File: src/rtl/de_pipe_reg.sv
// Decode->Execute pipeline register with load-use/tnew-tuse stall detection and bubble insertion.
// Optional saturating stall counter output when DE_STALL_CNT_EN is defined.
module de_pipe_reg (
    input  logic        clk,
    input  logic        reset,
    input  logic [31:0] D_instr,
    input  logic [31:0] D_pc,
    input  logic [31:0] D_rs_data,
    input  logic [31:0] D_rt_data,
    input  logic [31:0] D_ext,
    input  logic        D_RfWr,
    input  logic        D_DMWr,
    input  logic [2:0]  D_ALUOp,
    input  logic [2:0]  D_Src_ALU_B,
    input  logic [1:0]  D_RF_WD_type,
    input  logic [2:0]  D_load_type,
    input  logic [2:0]  D_store_type,
    input  logic [4:0]  D_A1,
    input  logic [4:0]  D_A2,
    input  logic [4:0]  D_A3,
    input  logic [1:0]  D_tuse_rs,
    input  logic [1:0]  D_tuse_rt,
    input  logic [1:0]  D_E_tnew,
    input  logic        D_lwtt,
    input  logic [4:0]  M_A3,
    input  logic [1:0]  M_tnew,
    input  logic        M_lwtt,
    output logic        stall,
    output logic [31:0] E_instr,
    output logic [31:0] E_pc,
    output logic [31:0] E_rs_data,
    output logic [31:0] E_rt_data,
    output logic [31:0] E_ext,
    output logic        E_RfWr,
    output logic        E_DMWr,
    output logic [2:0]  E_ALUOp,
    output logic [2:0]  E_Src_ALU_B,
    output logic [1:0]  E_RF_WD_type,
    output logic [2:0]  E_load_type,
    output logic [2:0]  E_store_type,
    output logic [4:0]  E_A1,
    output logic [4:0]  E_A2,
    output logic [4:0]  E_A3,
    output logic [1:0]  E_tnew,
    output logic        E_lwtt,
    output logic        E_valid
`ifdef DE_STALL_CNT_EN
    ,
    output logic [31:0] stall_cnt
`endif
);

    typedef struct packed {
        logic [31:0] instr;
        logic [31:0] pc;
        logic [31:0] rs_data;
        logic [31:0] rt_data;
        logic [31:0] ext;
        logic        rf_wr;
        logic        dm_wr;
        logic [2:0]  alu_op;
        logic [2:0]  src_alu_b;
        logic [1:0]  rf_wd_type;
        logic [2:0]  load_type;
        logic [2:0]  store_type;
        logic [4:0]  a1;
        logic [4:0]  a2;
        logic [4:0]  a3;
        logic [1:0]  tnew;
        logic        lwtt;
        logic        valid;
    } e_reg_t;

    e_reg_t e_q, e_d;

    // A producer with an unresolved destination (lwtt) conservatively matches any nonzero source.
    function automatic logic hazard(input logic [4:0] src, input logic [1:0] tuse,
                                    input logic [4:0] dst, input logic [1:0] tnew,
                                    input logic lwtt);
        return (src != 5'd0) && (tuse < tnew) && ((src == dst) || lwtt);
    endfunction

    always_comb begin
        stall = hazard(D_A1, D_tuse_rs, e_q.a3, e_q.tnew, e_q.lwtt) ||
                hazard(D_A1, D_tuse_rs, M_A3,   M_tnew,   M_lwtt)   ||
                hazard(D_A2, D_tuse_rt, e_q.a3, e_q.tnew, e_q.lwtt) ||
                hazard(D_A2, D_tuse_rt, M_A3,   M_tnew,   M_lwtt);
    end

    // Bubble keeps only the PC so later stages still see where the hole came from.
    always_comb begin
        e_d = '0;
        if (stall) begin
            e_d.pc = D_pc;
        end else begin
            e_d.instr      = D_instr;
            e_d.pc         = D_pc;
            e_d.rs_data    = D_rs_data;
            e_d.rt_data    = D_rt_data;
            e_d.ext        = D_ext;
            e_d.rf_wr      = D_RfWr;
            e_d.dm_wr      = D_DMWr;
            e_d.alu_op     = D_ALUOp;
            e_d.src_alu_b  = D_Src_ALU_B;
            e_d.rf_wd_type = D_RF_WD_type;
            e_d.load_type  = D_load_type;
            e_d.store_type = D_store_type;
            e_d.a1         = D_A1;
            e_d.a2         = D_A2;
            e_d.a3         = D_A3;
            e_d.tnew       = D_E_tnew;
            e_d.lwtt       = D_lwtt;
            e_d.valid      = 1'b1;
        end
    end

    always_ff @(posedge clk) begin
        if (!reset) e_q <= '0;
        else        e_q <= e_d;
    end

    assign E_instr      = e_q.instr;
    assign E_pc         = e_q.pc;
    assign E_rs_data    = e_q.rs_data;
    assign E_rt_data    = e_q.rt_data;
    assign E_ext        = e_q.ext;
    assign E_RfWr       = e_q.rf_wr;
    assign E_DMWr       = e_q.dm_wr;
    assign E_ALUOp      = e_q.alu_op;
    assign E_Src_ALU_B  = e_q.src_alu_b;
    assign E_RF_WD_type = e_q.rf_wd_type;
    assign E_load_type  = e_q.load_type;
    assign E_store_type = e_q.store_type;
    assign E_A1         = e_q.a1;
    assign E_A2         = e_q.a2;
    assign E_A3         = e_q.a3;
    assign E_tnew       = e_q.tnew;
    assign E_lwtt       = e_q.lwtt;
    assign E_valid      = e_q.valid;

`ifdef DE_STALL_CNT_EN
    logic [31:0] stall_cnt_q, stall_cnt_d;

    always_comb begin
        stall_cnt_d = stall_cnt_q;
        if (stall && (stall_cnt_q != 32'hFFFF_FFFF)) stall_cnt_d = stall_cnt_q + 32'd1;
    end

    always_ff @(posedge clk) begin
        if (!reset) stall_cnt_q <= '0;
        else        stall_cnt_q <= stall_cnt_d;
    end

    assign stall_cnt = stall_cnt_q;
`endif

endmodule

File: config.mk
export PLATFORM = sky130hd
export DESIGN_NAME = de_pipe_reg
export DESIGN_NICKNAME = d
export VERILOG_FILES = /design/src/rtl/de_pipe_reg.sv
export SDC_FILE = /design/constraint.sdc
export NUM_CORES = 1
export LEC_CHECK = 0
export CAP_MARGIN = 20
export CELL_PAD_IN_SITES_DETAIL_PLACEMENT = 1
export CELL_PAD_IN_SITES_GLOBAL_PLACEMENT = 2
export CORE_ASPECT_RATIO = 1.4
export CORE_MARGIN = 1.5
export CORE_UTILIZATION = 21
export CTS_CLUSTER_SIZE = 25
export DETAILED_ROUTE_END_ITERATION = 8
export GPL_TIMING_DRIVEN = 0
export PLACE_DENSITY = 0.75
export REMOVE_ABC_BUFFERS = 1
export SLEW_MARGIN = 0
export SYNTH_ARGS = -nofsm -noshare
export SYNTH_HDL_FRONTEND = slang
export SYNTH_SLANG_ARGS = --single-unit
File: constraint.sdc
create_clock -name clk -period 4.2 [get_ports clk]
set_input_delay 1.26 -clock clk [delete_from_list [all_inputs] [get_ports clk]]
set_output_delay 1.26 -clock clk [all_outputs]
set_load 0.005 [all_outputs]
==> results of run 1 <==
[Yosys cell counts]
| cell | n | area [um2] |
|---|---|---|
| a2111oi_0 | 1 | 8.76 |
| a211o_1 | 1 | 8.76 |
| a211oi_1 | 1 | 7.51 |
| a21oi_1 | 2 | 10.0 |
| a221o_1 | 2 | 20.0 |
| a31o_2 | 1 | 8.76 |
| a31oi_1 | 3 | 18.8 |
| and2_1 | 32 | 200 |
| buf_2 | 18 | 90.1 |
| buf_4 | 2 | 15.0 |
| buf_6 | 15 | 169 |
| clkbuf_1 | 23 | 86.3 |
| dfxtp_1 | 195 | 3900 |
| ha_1 | 4 | 50.1 |
| inv_1 | 3 | 11.3 |
| nand2_1 | 162 | 608 |
| nand2b_1 | 4 | 25.0 |
| nor2_1 | 1 | 3.75 |
| nor3_1 | 15 | 75.1 |
| nor3_2 | 151 | 1510 |
| nor3b_1 | 1 | 7.51 |
| nor4_1 | 1 | 6.26 |
| or2_1 | 1 | 6.26 |
| or4_1 | 1 | 7.51 |
| xnor2_1 | 14 | 123 |
| xor2_1 | 6 | 52.6 |
[worst min-delay path by stage]
stage               slack, ps  depth (start not counted)            end      start
finish                   1070                          3        E_A2[2]    D_A2[2]
global route             1050                          3        E_A2[2]    D_A2[2]
CTS                      1030                          3        E_A2[2]    D_A2[2]
detailed placement       1170                          3  E_rt_data[25]     E_lwtt
global placement         1800                          3      E_ext[22]  D_ext[22]
floorplan                1380                          2        E_A3[3]      reset
[state kept, by name, indices dropped and copies added, names as in the netlist, 2 cells and up]
signal / count
E_rs_data: 32
E_tnew: 2
E_ALUOp: 3
E_instr: 32
E_A2: 5
E_A3: 5
E_pc: 32
E_store_type: 3
E_load_type: 3
E_ext: 32
E_RF_WD_type: 2
E_Src_ALU_B: 3
E_A1: 5
E_rt_data: 32
[stage by stage]
| stage | hold slack (ps) | utilization [%] |
|---|---|---|
| finish | 1070 | 37.7 |
| global placement | 1800 | 34.0 |
| global route | 1050 | 37.7 |
| detailed placement | 1170 | 35.1 |
| floorplan | 1380 | - |
| CTS | 1030 | 37.6 |
[worst max-delay path, cell delays in order]
cell and delay (ps):
buf_6 110, or4_4 540, nor2_4 130, a211oi_4 60
a211o_4 360, buf_16 140, or2_1 200, buf_2 120
[timing repair]
item / in CTS / in global routing
gates resized for setup: 64 / 14
hold buffers: 0 / 0
endpoints found under the setup margin: 48 / 7
setup buffers: 12 / 2
cloned: 3 / 0
pin swaps: 13 / 9
[logic make-up (layout without fill, tap and decap cells)]
kind of cell | count (synthesis) | in the layout
DFF | 195 | 195
adders and majority gates | 4 | 4
AOI/OAI and AO/OA | 11 | 12
xor gates and xnor gates | 20 | 20
other | 0 | 1
and+or+nand+nor | 369 | 369
buffers and inverters | 61 | 484
[power by group]
part / switching (mW) / internal, mW / leakage, nW
logic: 0.479 / 0.608 / 3.11
registers: 0.0431 / 1.99 / 1.61
clock network: 0.784 / 0.924 / 0.292
total: 1.31 / 3.52 / 5.01
[per-layer routing]
metal	GRT usage [%]	vias to the layer above	wire length [um]
met5	0	-	8
met2	30.3	207	15300
met3	4.52	24	1850
met1	15.8	2902	9700
met4	5.41	2	489
li1	-	2970	-
[final cells by class]
type                    instances  area, um2  share of cell area, %
inverters                       3       11.3                 0.0901
flip-flops and latches        195       3900                   31.2
clock inverters                12        143                   1.14
clock buffers                  20        457                   3.65
multi-input cells             405       2930                   23.4
well taps                     445        557                   4.46
repair buffers                449       4500                   36.0
diodes                          1       2.50                 0.0200
==> qor.tcl, run 1 <==
set qor(initial_antenna_violation_count) 4
set qor(timing.setup.tns_ps) 0
set qor(die_area_mm2) 0.0346
set qor(routabilityCongestion) 0.745
set qor(drc_errors) 0
set qor(criticalPathCategory) {in -> out}
set qor(final_setup_violation_count) 0
set qor(cts_root_buf) {clkbuf_16}
set qor(routed_wire_length_per_instance_um) 17.9
set qor(synth_seq_cells) 195
set qor(irDropWorstVdd_mv) 0.213
set qor(cts.htree.levels) 4
set qor(ios) 404
set qor(drive_gt1_share_pct) 23.8
set qor(layout.filler_cells) 3685
set qor(finClkSkew_ps) 11.3
set qor(cts-root-to-sink-buffers) 2
set qor(area_delta_synth_final_pct) 77.7
set qor(clk_transition_reported_paths_ps) 70
set qor(number_of_cell_instances_on_the_worst_register_to_register_path) 11
set qor(timing.fmax_mhz) 240
set qor(finish.instance_area_mm2) 0.0125
set qor(post_synthesis_compound_gate_area_fraction_pct) 1.17
set qor(grt_max_degree) 138
set qor(synth.lib_cells_used.distinct) 26
set qor(layout.cells.most_common_list) {382 x clkdlybuf4s50_1, 195 x dfxtp_1, 162 x nand2_1}
set qor(power.total_mw) 4.83
set qor(layout_min_cycle_time_ps) 4170
set qor(run_status) {finished clean}
set qor(combinational_family_with_the_most_area_after_synthesis) {simple AND/OR/NAND/NOR gates}
set qor(mean_cell_area_of_the_mapped_netlist_um2) 10.7
set qor(worst-endpoint-required_ps) 2940
set qor(worst-slew-pin-transition_ps) 615
set qor(totalWireLength_mm) 27.4
set qor(grt_overflow) 0
set qor(mappedNetlistArea_mm2) 0.00703
set qor(first_global_vias) 6457
set qor(min_period_over_period_pct) 99.4
set qor(insertion_delay_ps) 450
set qor(starting_density_of_the_core_pct) 21.2
set qor(drt_pre_antenna_iters) 4
set qor(numPlacedInstances) 1486
set qor(viasPerCell) 3.99
set qor(floorplan.die.width_um) 158
set qor(fin_nets) 1283
set qor(cp-start-kind) {primary input}
set qor(synth_simple_gate_area_share_pct) 34.8
set qor(timing.critical_path.fanout_max) 4
set qor(postLayoutSetupSlackWorst_ps) 27.1
set qor(crit_path_end_kind) {output port}
set qor(drt_initial_violations) 154
set qor(timing.rr.end) {E_valid}
set qor(syn-instance-count) 660
set qor(min-delay-path-class) {in -> reg}
set qor(leakagePower_nw) 5.01
set qor(placement.io_buffers) 403
set qor(timing.slew.headroom_pct) 59.0
set qor(mostFrequentLayoutCell) {clkdlybuf4s50_1}
set qor(clk_sinks) 195
set qor(drtAntennaViolNets) 0
set qor(regToRegSetupSlack_ps) 1490
set qor(synthAdderAreaFrac_pct) 0.711
set qor(worstSetupStartpoint) {D_A2[2]}
set qor(grt_pass1_wl_mm) 39.9
set qor(synth_seq_area_share_pct) 55.5
set qor(via_count) 6105
set qor(final_cells) 1530
set qor(hpwlAfterDp_mm) 19.4
set qor(synth.area.mux_share_pct) 0
set qor(worstSetupEndpoint) {stall}
set qor(finalHoldViolations) 0
set qor(worstReg2RegStart) {E_tnew[1]}
set qor(slew_violations) 0
set qor(dpl_worst_slack_ps) -1880
set qor(max_cap_violations) 0
set qor(power_density_mw_per_mm2) 386
set qor(cts_buffers) 17
set qor(post_place_instance_area_mm2) 0.0116
set qor(grt_use_total_pct) 15.7
set qor(core_region_area_mm2) 0.0331
set qor(die_height_um) 220
set qor(rows) 79
set qor(synth_xor_area_share_pct) 2.49
set qor(yosys_warn_count) 0
set qor(tritoncts) {built}
set qor(crit_arrival_ps) 2910
Note: power is estimated with default switching activity, not from simulation.
==> inputs of run 2 (changes only) <==
--- a/config.mk
+++ b/config.mk
@@ -10,11 +10,11 @@
 export CELL_PAD_IN_SITES_GLOBAL_PLACEMENT = 2
 export CORE_ASPECT_RATIO = 1.4
 export CORE_MARGIN = 1.5
-export CORE_UTILIZATION = 21
+export CORE_UTILIZATION = 23
 export CTS_CLUSTER_SIZE = 25
 export DETAILED_ROUTE_END_ITERATION = 8
-export GPL_TIMING_DRIVEN = 0
-export PLACE_DENSITY = 0.75
+export MAX_ROUTING_LAYER = met4
+export PLACE_DENSITY = 0.82
 export REMOVE_ABC_BUFFERS = 1
 export SLEW_MARGIN = 0
 export SYNTH_ARGS = -nofsm -noshare
==> constraint.sdc (replaced) <==
create_clock -name clk -period 5.1 [get_ports clk]
set_input_delay 1.53 -clock clk [delete_from_list [all_inputs] [get_ports clk]]
set_output_delay 1.53 -clock clk [all_outputs]
set_load 0.005 [all_outputs]
==> run 2 against run 1 <==
Sequential power is 17% lower. Cell count is 5.4% lower. Combinational power is 27% lower. Global-route usage is 0.85 points higher. Via count is 1.3% lower. Power is 20% lower. Core utilization is 2.2 points higher. Highest routed layer is now met4. Flip-flop and latch count stayed put.
==> qor.tcl, run 2 (synthesis gave the netlist of run 1 again) <==
set qor(run_status) {finished clean}
set qor(drive_gt1_share_pct) 20.0
set qor(crit_arrival_ps) 3500
set qor(die_height_um) 210
set qor(layout.filler_cells) 3348
set qor(initial_antenna_violation_count) 4
set qor(timing.slew.headroom_pct) 30.8
set qor(mostFrequentLayoutCell) {clkdlybuf4s50_1}
set qor(cts-root-to-sink-buffers) 2
set qor(floorplan.die.width_um) 151
set qor(finClkSkew_ps) 10.2
set qor(cp-start-kind) {primary input}
set qor(routabilityCongestion) 0.827
set qor(timing.fmax_mhz) 199
set qor(tritoncts) {built}
set qor(totalWireLength_mm) 25.3
set qor(grt_use_total_pct) 16.6
set qor(rsz0062_at_grt) {false}
set qor(core_region_area_mm2) 0.0300
set qor(timing.setup.tns_ps) 0
set qor(criticalPathCategory) {in -> out}
set qor(crit_path_end_kind) {output port}
set qor(min-delay-path-class) {in -> reg}
set qor(worstReg2RegStart) {E_tnew[1]}
set qor(routed_wire_length_per_instance_um) 17.5
set qor(final_setup_violation_count) 0
set qor(leakagePower_nw) 4.75
set qor(drc_errors) 0
set qor(hp-start) {reset}
set qor(slew_violations) 0
set qor(insertion_delay_ps) 450
set qor(hpwlAfterDp_mm) 18.9
set qor(cts_buffers) 17
set qor(first_global_vias) 6372
set qor(layout.cells.most_common_list) {401 x clkdlybuf4s50_1, 195 x dfxtp_1, 162 x nand2_1}
set qor(drtAntennaViolNets) 0
set qor(postLayoutSetupSlackWorst_ps) 72.7
set qor(cts.htree.levels) 4
set qor(grt_pass1_wl_mm) 37.5
set qor(final_core_util_pct) 40.0
set qor(placement.io_buffers) 403
set qor(min_period_over_period_pct) 98.6
set qor(timing.critical_path.fanout_max) 2
set qor(power_density_mw_per_mm2) 322
set qor(irDropWorstVdd_mv) 0.201
set qor(clk_sinks) 195
set qor(cts_root_buf) {clkbuf_16}
set qor(starting_density_of_the_core_pct) 23.4
set qor(worst-endpoint-required_ps) 3570
set qor(ios) 404
set qor(die_area_mm2) 0.0317
set qor(drt_pre_antenna_iters) 4
set qor(drt_initial_violations) 214
set qor(worst-slew-pin-transition_ps) 1040
set qor(worstSetupStartpoint) {D_A2[1]}
set qor(rows) 75
set qor(clk_transition_reported_paths_ps) 70
set qor(layout_min_cycle_time_ps) 5030
set qor(finalHoldViolations) 0
set qor(power.total_mw) 3.87
set qor(grt_overflow) 0
set qor(viasPerCell) 4.16
set qor(grt_max_degree) 86
set qor(via_count) 6026
set qor(max_cap_violations) 0
set qor(fin_nets) 1258
set qor(area_delta_synth_final_pct) 70.6
set qor(dpl_worst_slack_ps) -383
==> run 2: changes by cell type in the layout (fill, tap and decap cells not counted), sizes merged <==
cell / previous run / this run
clkinvlp: 2 / 0
bufbuf: 2 / 0
clkdlybuf4s50: 382 / 401
dlygate4sd2: 5 / 0
dlymetal6s2s: 5 / 0
a211o: 2 / 1
clkdlybuf4s15: 2 / 0
clkinv: 2 / 4
clkbuf: 21 / 20
diode: 1 / 4
buf: 52 / 24
==> run 2: where the power goes <==
group / internal, mW / switching (mW)
Sequential: 1.64 / 0.0370
Combinational: 0.438 / 0.355
Clock: 0.760 / 0.637
==> run 2: worst paths after layout <==
check	slack (ps)	depth (start not counted)	to
setup reg to reg	1600	8	E_instr[15]
hold reg to reg	1600	5	E_A3[1]
hold / removal	1490	3	E_rt_data[11]
setup / recovery	70	7	stall
==> run 2: worst max-delay path, cell delays in order <==
cell	delay (ps)
clkdlybuf4s50_1	450
or4_4	570
nor2_4	140
a211oi_1	70
a211o_4	340
or2_4	260
buf_2	150
==> run 2: cell type report <==
class	count	area [um2]	share of cell area, %
Clock buffer	20	457	3.81
Clock inverter	12	141	1.18
Inverter	3	11.3	0.0938
Sequential cell	195	3900	32.5
Timing Repair Buffer	425	4210	35.1
Antenna cell	4	10.0	0.0834
Multi-Input combinational cell	404	2790	23.2
Tap cell	385	482	4.01
==> run 2: through the flow <==
| step | std cells | hold WS, ps | instance area [um2] |
|---|---|---|---|
| floorplan | 602 | 1650 | 6670 |
| global placement | 1412 | 1620 | 11400 |
| detailed placement | 1412 | 1620 | 11400 |
| CTS | 1444 | 1500 | 12000 |
| global route | 1448 | 1510 | 12000 |
| finish | 1448 | 1490 | 12000 |
==> run 2: repair_timing <==
action | in CTS | in global routing
setup buffers | 0 | 0
resized for setup | 7 | 1
pin swaps | 0 | 1
setup endpoints to repair | 1 | 1
hold buffers | 0 | 0
==> run 2: layer usage <==
metal	vias up	part of all wire (%)	track usage, %
li1	2914	-	-
met1	2836	35	16.1
met2	230	54	29.7
met3	46	6.8	4.30
met4	0	3.6	8.70
met5	-	0	-
